<file path="src/rtl/uart_proto_pkg.sv">
// Peer link protocol constants shared by the uart rx decoder and tx side.
// Byte codes, heartbeat timing and decoder state/kind types.
package uart_proto_pkg;

  localparam logic [7:0] MSG_LOST  = 8'h4C;
  localparam logic [7:0] MSG_READY = 8'h52;

  localparam int unsigned HEARTBEAT_CYCLES   = 65_000_000;
  localparam int unsigned TIMEOUT_CYCLES_DEF = 100_000_000;
  localparam int unsigned CNT_W_DEF          = 27;

  typedef enum logic {
    S_IDLE,
    S_DECODE
  } dec_state_e;

  typedef enum logic [1:0] {
    K_LOST,
    K_READY,
    K_BAD
  } msg_kind_e;

  function automatic msg_kind_e classify(input logic [7:0] b);
    msg_kind_e k;
    case (b)
      MSG_LOST:  k = K_LOST;
      MSG_READY: k = K_READY;
      default:   k = K_BAD;
    endcase
    return k;
  endfunction

endpackage

</file>
<file path="src/rtl/link_watchdog.sv">
// Peer heartbeat watchdog: alive rises on kick, drops after
// TIMEOUT_CYCLES cycles without another kick.
module link_watchdog #(
  parameter int unsigned TIMEOUT_CYCLES = 100_000_000,
  parameter int unsigned CNT_W          = 27
) (
  input  logic clk,
  input  logic rst,
  input  logic kick,
  output logic alive
);

  localparam logic [CNT_W-1:0] LAST = CNT_W'(TIMEOUT_CYCLES - 1);

  logic [CNT_W-1:0] cnt;

  // kick on the expiry cycle wins over the timeout
  always_ff @(posedge clk) begin
    if (!rst) begin
      cnt   <= '0;
      alive <= 1'b0;
    end else if (kick) begin
      cnt   <= '0;
      alive <= 1'b1;
    end else if (alive) begin
      if (cnt == LAST) begin
        cnt   <= '0;
        alive <= 1'b0;
      end else begin
        cnt <= cnt + CNT_W'(1);
      end
    end
  end

endmodule

</file>
<file path="src/rtl/uart_msg_decoder.sv">
// Pops peer bytes from the uart rx FIFO and turns them into event
// pulses, sticky game-over status, a bad-byte count and link liveness.
module uart_msg_decoder
  import uart_proto_pkg::*;
#(
  parameter int unsigned TIMEOUT_CYCLES = TIMEOUT_CYCLES_DEF,
  parameter int unsigned CNT_W          = CNT_W_DEF
) (
  input  logic       clk,
  input  logic       rst,
  input  logic       en,
  input  logic       rx_empty,
  input  logic [7:0] r_data,
  input  logic       clr_status,
  output logic       rd_uart,
  output logic       peer_lost,
  output logic       peer_ready,
  output logic       peer_game_over,
  output logic       peer_alive,
  output logic [7:0] last_byte,
  output logic [7:0] bad_cnt
);

  dec_state_e state;
  dec_state_e state_nx;
  msg_kind_e  kind;

  logic [7:0] byte_q;
  logic       pop;
  logic       is_lost;
  logic       is_ready;
  logic       is_bad;

  always_ff @(posedge clk) begin
    if (!rst) state <= S_IDLE;
    else      state <= state_nx;
  end

  always_comb begin
    state_nx = state;
    unique case (state)
      S_IDLE:   if (pop) state_nx = S_DECODE;
      S_DECODE: state_nx = S_IDLE;
      default:  state_nx = S_IDLE;
    endcase
  end

  always_comb begin
    pop      = 1'b0;
    is_lost  = 1'b0;
    is_ready = 1'b0;
    is_bad   = 1'b0;
    kind     = classify(byte_q);
    unique case (state)
      S_IDLE: pop = en && !rx_empty;
      S_DECODE: begin
        unique case (1'b1)
          kind == K_LOST:  is_lost  = 1'b1;
          kind == K_READY: is_ready = 1'b1;
          default:         is_bad   = 1'b1;
        endcase
      end
      default: pop = 1'b0;
    endcase
  end

  // rd_uart rises together with the capture; the FIFO pops one
  // cycle later, while the head byte is already held in byte_q
  always_ff @(posedge clk) begin
    if (!rst) begin
      rd_uart        <= 1'b0;
      peer_lost      <= 1'b0;
      peer_ready     <= 1'b0;
      peer_game_over <= 1'b0;
      byte_q         <= 8'h00;
      last_byte      <= 8'h00;
      bad_cnt        <= 8'h00;
    end else begin
      rd_uart    <= pop;
      peer_lost  <= is_lost;
      peer_ready <= is_ready;
      if (pop) begin
        byte_q    <= r_data;
        last_byte <= r_data;
      end
      if (is_lost)
        peer_game_over <= 1'b1;
      else if (is_ready || clr_status)
        peer_game_over <= 1'b0;
      if (clr_status)
        bad_cnt <= 8'h00;
      else if (is_bad && bad_cnt != 8'hFF)
        bad_cnt <= bad_cnt + 8'd1;
    end
  end

  link_watchdog #(
    .TIMEOUT_CYCLES(TIMEOUT_CYCLES),
    .CNT_W         (CNT_W)
  ) u_wdog (
    .clk  (clk),
    .rst  (rst),
    .kick (is_ready),
    .alive(peer_alive)
  );

endmodule

</file>
<file path="config.mk">
export PLATFORM = sky130hd
export DESIGN_NAME = uart_msg_decoder
export DESIGN_NICKNAME = d
export VERILOG_FILES = /design/src/rtl/uart_proto_pkg.sv /design/src/rtl/link_watchdog.sv /design/src/rtl/uart_msg_decoder.sv
export SDC_FILE = /design/constraint.sdc
export NUM_CORES = 1
export LEC_CHECK = 0
export ABC_AREA = 1
export BUFFER_PORTS_ARGS = -buffer_cell sky130_fd_sc_hd__clkbuf_2
export CORE_MARGIN = 8
export CORE_UTILIZATION = 25
export DETAILED_ROUTE_END_ITERATION = 12
export GPL_ROUTABILITY_DRIVEN = 0
export PLACE_DENSITY = 0.51
export SLEW_MARGIN = 20
export SYNTH_ARGS = -nofsm -noshare
export SYNTH_HDL_FRONTEND = slang
export SYNTH_SLANG_ARGS = --single-unit
</file>
<file path="constraint.sdc">
create_clock -name clk -period 2.4 [get_ports clk]
set_clock_uncertainty 0.05 [all_clocks]
set_input_delay 0.36 -clock clk [delete_from_list [all_inputs] [get_ports clk]]
set_output_delay 0.36 -clock clk [all_outputs]
set_load 0.03 [all_outputs]
</file>
==> metrics.txt <==
All-Layer GR Usage roughly 9.1%; drt total wl ~5.8 mm; Critical Path Source bad_cnt[0]; # fillers 1135; final instance area 0.002939 mm²; CTS Buf Count 5; antenna violations before repair 0; syn_area_per_cell 7.123 µm²; YS warnings 0; min cycle time layout 1641 ps; DRC viols 0; area leader, netlist dfxtp_1; Hold Crit Class primary input to register; min-delay src r_data[6]; Synth Cell Area 0.002529 mm²; num rows 36; Remaining Overflow, GRT 0; Die ar. 0.01359 mm²; HPWL after detailed placement about 4.5 mm; Die Wd around 120 µm; worst r2r src bad_cnt[0]; CP Max Fanout 9; clock root cell clkbuf_8; Tcrit/Tclk final roughly 70%; post-DR vias/cell 4.207; number of global-route vias before repair approximately 2200; hold depth 3; Post-DP Area roughly 0.0028 mm²; leakage about 1.1 nW; max-slew violations 0; cts-stage hold buffer count 0; ANT nets after route 0; top cells by area, synth dfxtp_1 (39%), nand2_1 (11%), nor2_1 (9.4%); port bufs 33; Achievable Freq roughly 600 MHz; layout cells sized above 1 about a fifth; Die Ht between 100 and 150 µm; post_cts resized 0; IO Pins 34; CTS max path bufs 2; most frequent CP cell nor2_1; DR pass1 iterations 6; Gate Count Post-Synth 355; critical path endpoint category register; #FFs+latches synth 49; power density cells 487.9 mW/mm²; maximum VDD drop around 0.00025 V; Final Hold Viols 0; vias 2213; Setup Fix Bufs, Post-CTS 0; Place WS 761.8 ps; Final #Nets roughly 410; CP max stage delay 360 ps; Setup WS post-layout 759.5 ps; Critical Path, Cell by Cell ha_1 > nand2_1 > nor2_1 > nor2_2 > nand2_2 > o21ai_0 > nor2_1; DR WL/cell 10.98 µm; CP startpoint kind register; slew at the pin with the worst max-slew slack 425.1 ps; critical path arrival 1790 ps; Setup CP Type register to register; Fin Setup TNS 0 ps; Crit-path slowest cell dfxtp_1; syn_nets 370; path depth of the worst reg2reg path 7; RSZ-0062 raised after global routing no; critical path data required time 2550 ps; relative slew slack 71.57%; Ant. Diodes 0; first-pass GRT wire length 10.12 mm; Final setup viols 0; Initial Util 25.75%; DR iter-0 viols 62; H-tree Lvls 2; CTS tree yes; pin count of the biggest net entering global routing 21; Clk pin slew, worst setup/hold paths 100 ps; status finished, final reports clean; Clock Latency Late Sink roughly 300 ps; Synth top area share 38.79%; Seq/Total Area, Yosys about two fifths; CTS Sinks slightly below 50; P&R area growth vs syn 16.23%; core area 0.009819 mm²; Synth cell types 33; total power 1.434 mW; Max-Cap Viols 0
placed cells by master (no fill, tap or decap), types with 8 or more instances in the layout:
cell type   n
nand4_1     8
o21ai_0    12
dfxtp_1    49
a21oi_1    16
nand2_1    73
xnor2_1     8
nor2_1     63
clkbuf_2   33
inv_1      38
nand3_1    23
per-stage QoR:
step	utilization, %	hold WS, ps	cells
floorplan	-	412.4	355
global placement	29.01	414.3	518
detailed placement	29.01	418.2	518
CTS	29.93	248.6	526
global route	29.93	278.1	526
finish	29.93	256.9	526
path summary, 6_finish.rpt:
path	slack, ps	endpoint
max	760	bad_cnt[1]
min	260	byte_q[6]
max reg2reg	760	bad_cnt[1]
min reg2reg	430	peer_game_over
power breakdown:
group	internal (mW)	leakage (nW)	switching, mW
Clock	0.208	0.0445	0.295
Sequential	0.824	0.396	0.00948
Combinational	0.0290	0.687	0.0692
cell usage after synthesis, drive strengths merged:
| cell | n |
|---|---|
| xnor2 | 8 |
| nor2 | 76 |
| a31oi | 2 |
| clkbuf | 1 |
| dfxtp | 49 |
| nand3 | 26 |
| xor2 | 7 |
| ha | 2 |
| nand3b | 2 |
| o21ai | 12 |
| or2 | 1 |
| nor3 | 12 |
| inv | 44 |
| buf | 3 |
| nand4 | 9 |
| nand2 | 80 |
| and3 | 2 |
| nor4 | 1 |
| a21oi | 16 |
| nor3b | 1 |
| a21o | 1 |
registers in the layout, summed over array words and instances, names as in the netlist:
name            flops
u_wdog.cnt         27
bad_cnt             8
byte_q              8
peer_game_over      1
peer_lost           1
peer_ready          1
rd_uart             1
state               1
u_wdog.alive        1
logic make-up (layout without fill, tap and decap cells):
kind of cell / count (synthesis) / count (layout) / share of synthesized area [%]
compound gates: 31 / 31 / 6.581
fa+ha+maj: 2 / 2 / 0.9895
xor+xnor: 15 / 15 / 5.196
simple gates: 210 / 210 / 41.07
buf+inv: 48 / 86 / 7.373
flops: 49 / 49 / 38.79
per-layer routing:
metal  vias to the layer above  GRT usage (%)  part of all wire, %
li1                       1198              -                    -
met2                        45          13.83                   41
met3                         2          3.309                  6.1
met5                         -              0                    0
met1                       968          12.12                   53
met4                         0          1.621                 0.47
critical path: cells and delay by family (launching register included):
family | cells | cell delay (ps)
simple gates | 5 | 640
flops | 1 | 360
fa+ha+maj | 1 | 250
compound gates | 1 | 240
layout make-up:
cell class                 count  area (µm²)  share of cell area [%]
multi-input combinational    258        1361                   46.32
inverter                      44       167.7                   5.705
sequential                    49       980.9                   33.38
clock inverter                 3       21.27                  0.7237
clock buffer                   5       68.82                   2.341
tap                          133       166.4                   5.662
timing repair buffer          34       172.7                   5.875
No activity file was read; power rests on OpenSTA's default activity.
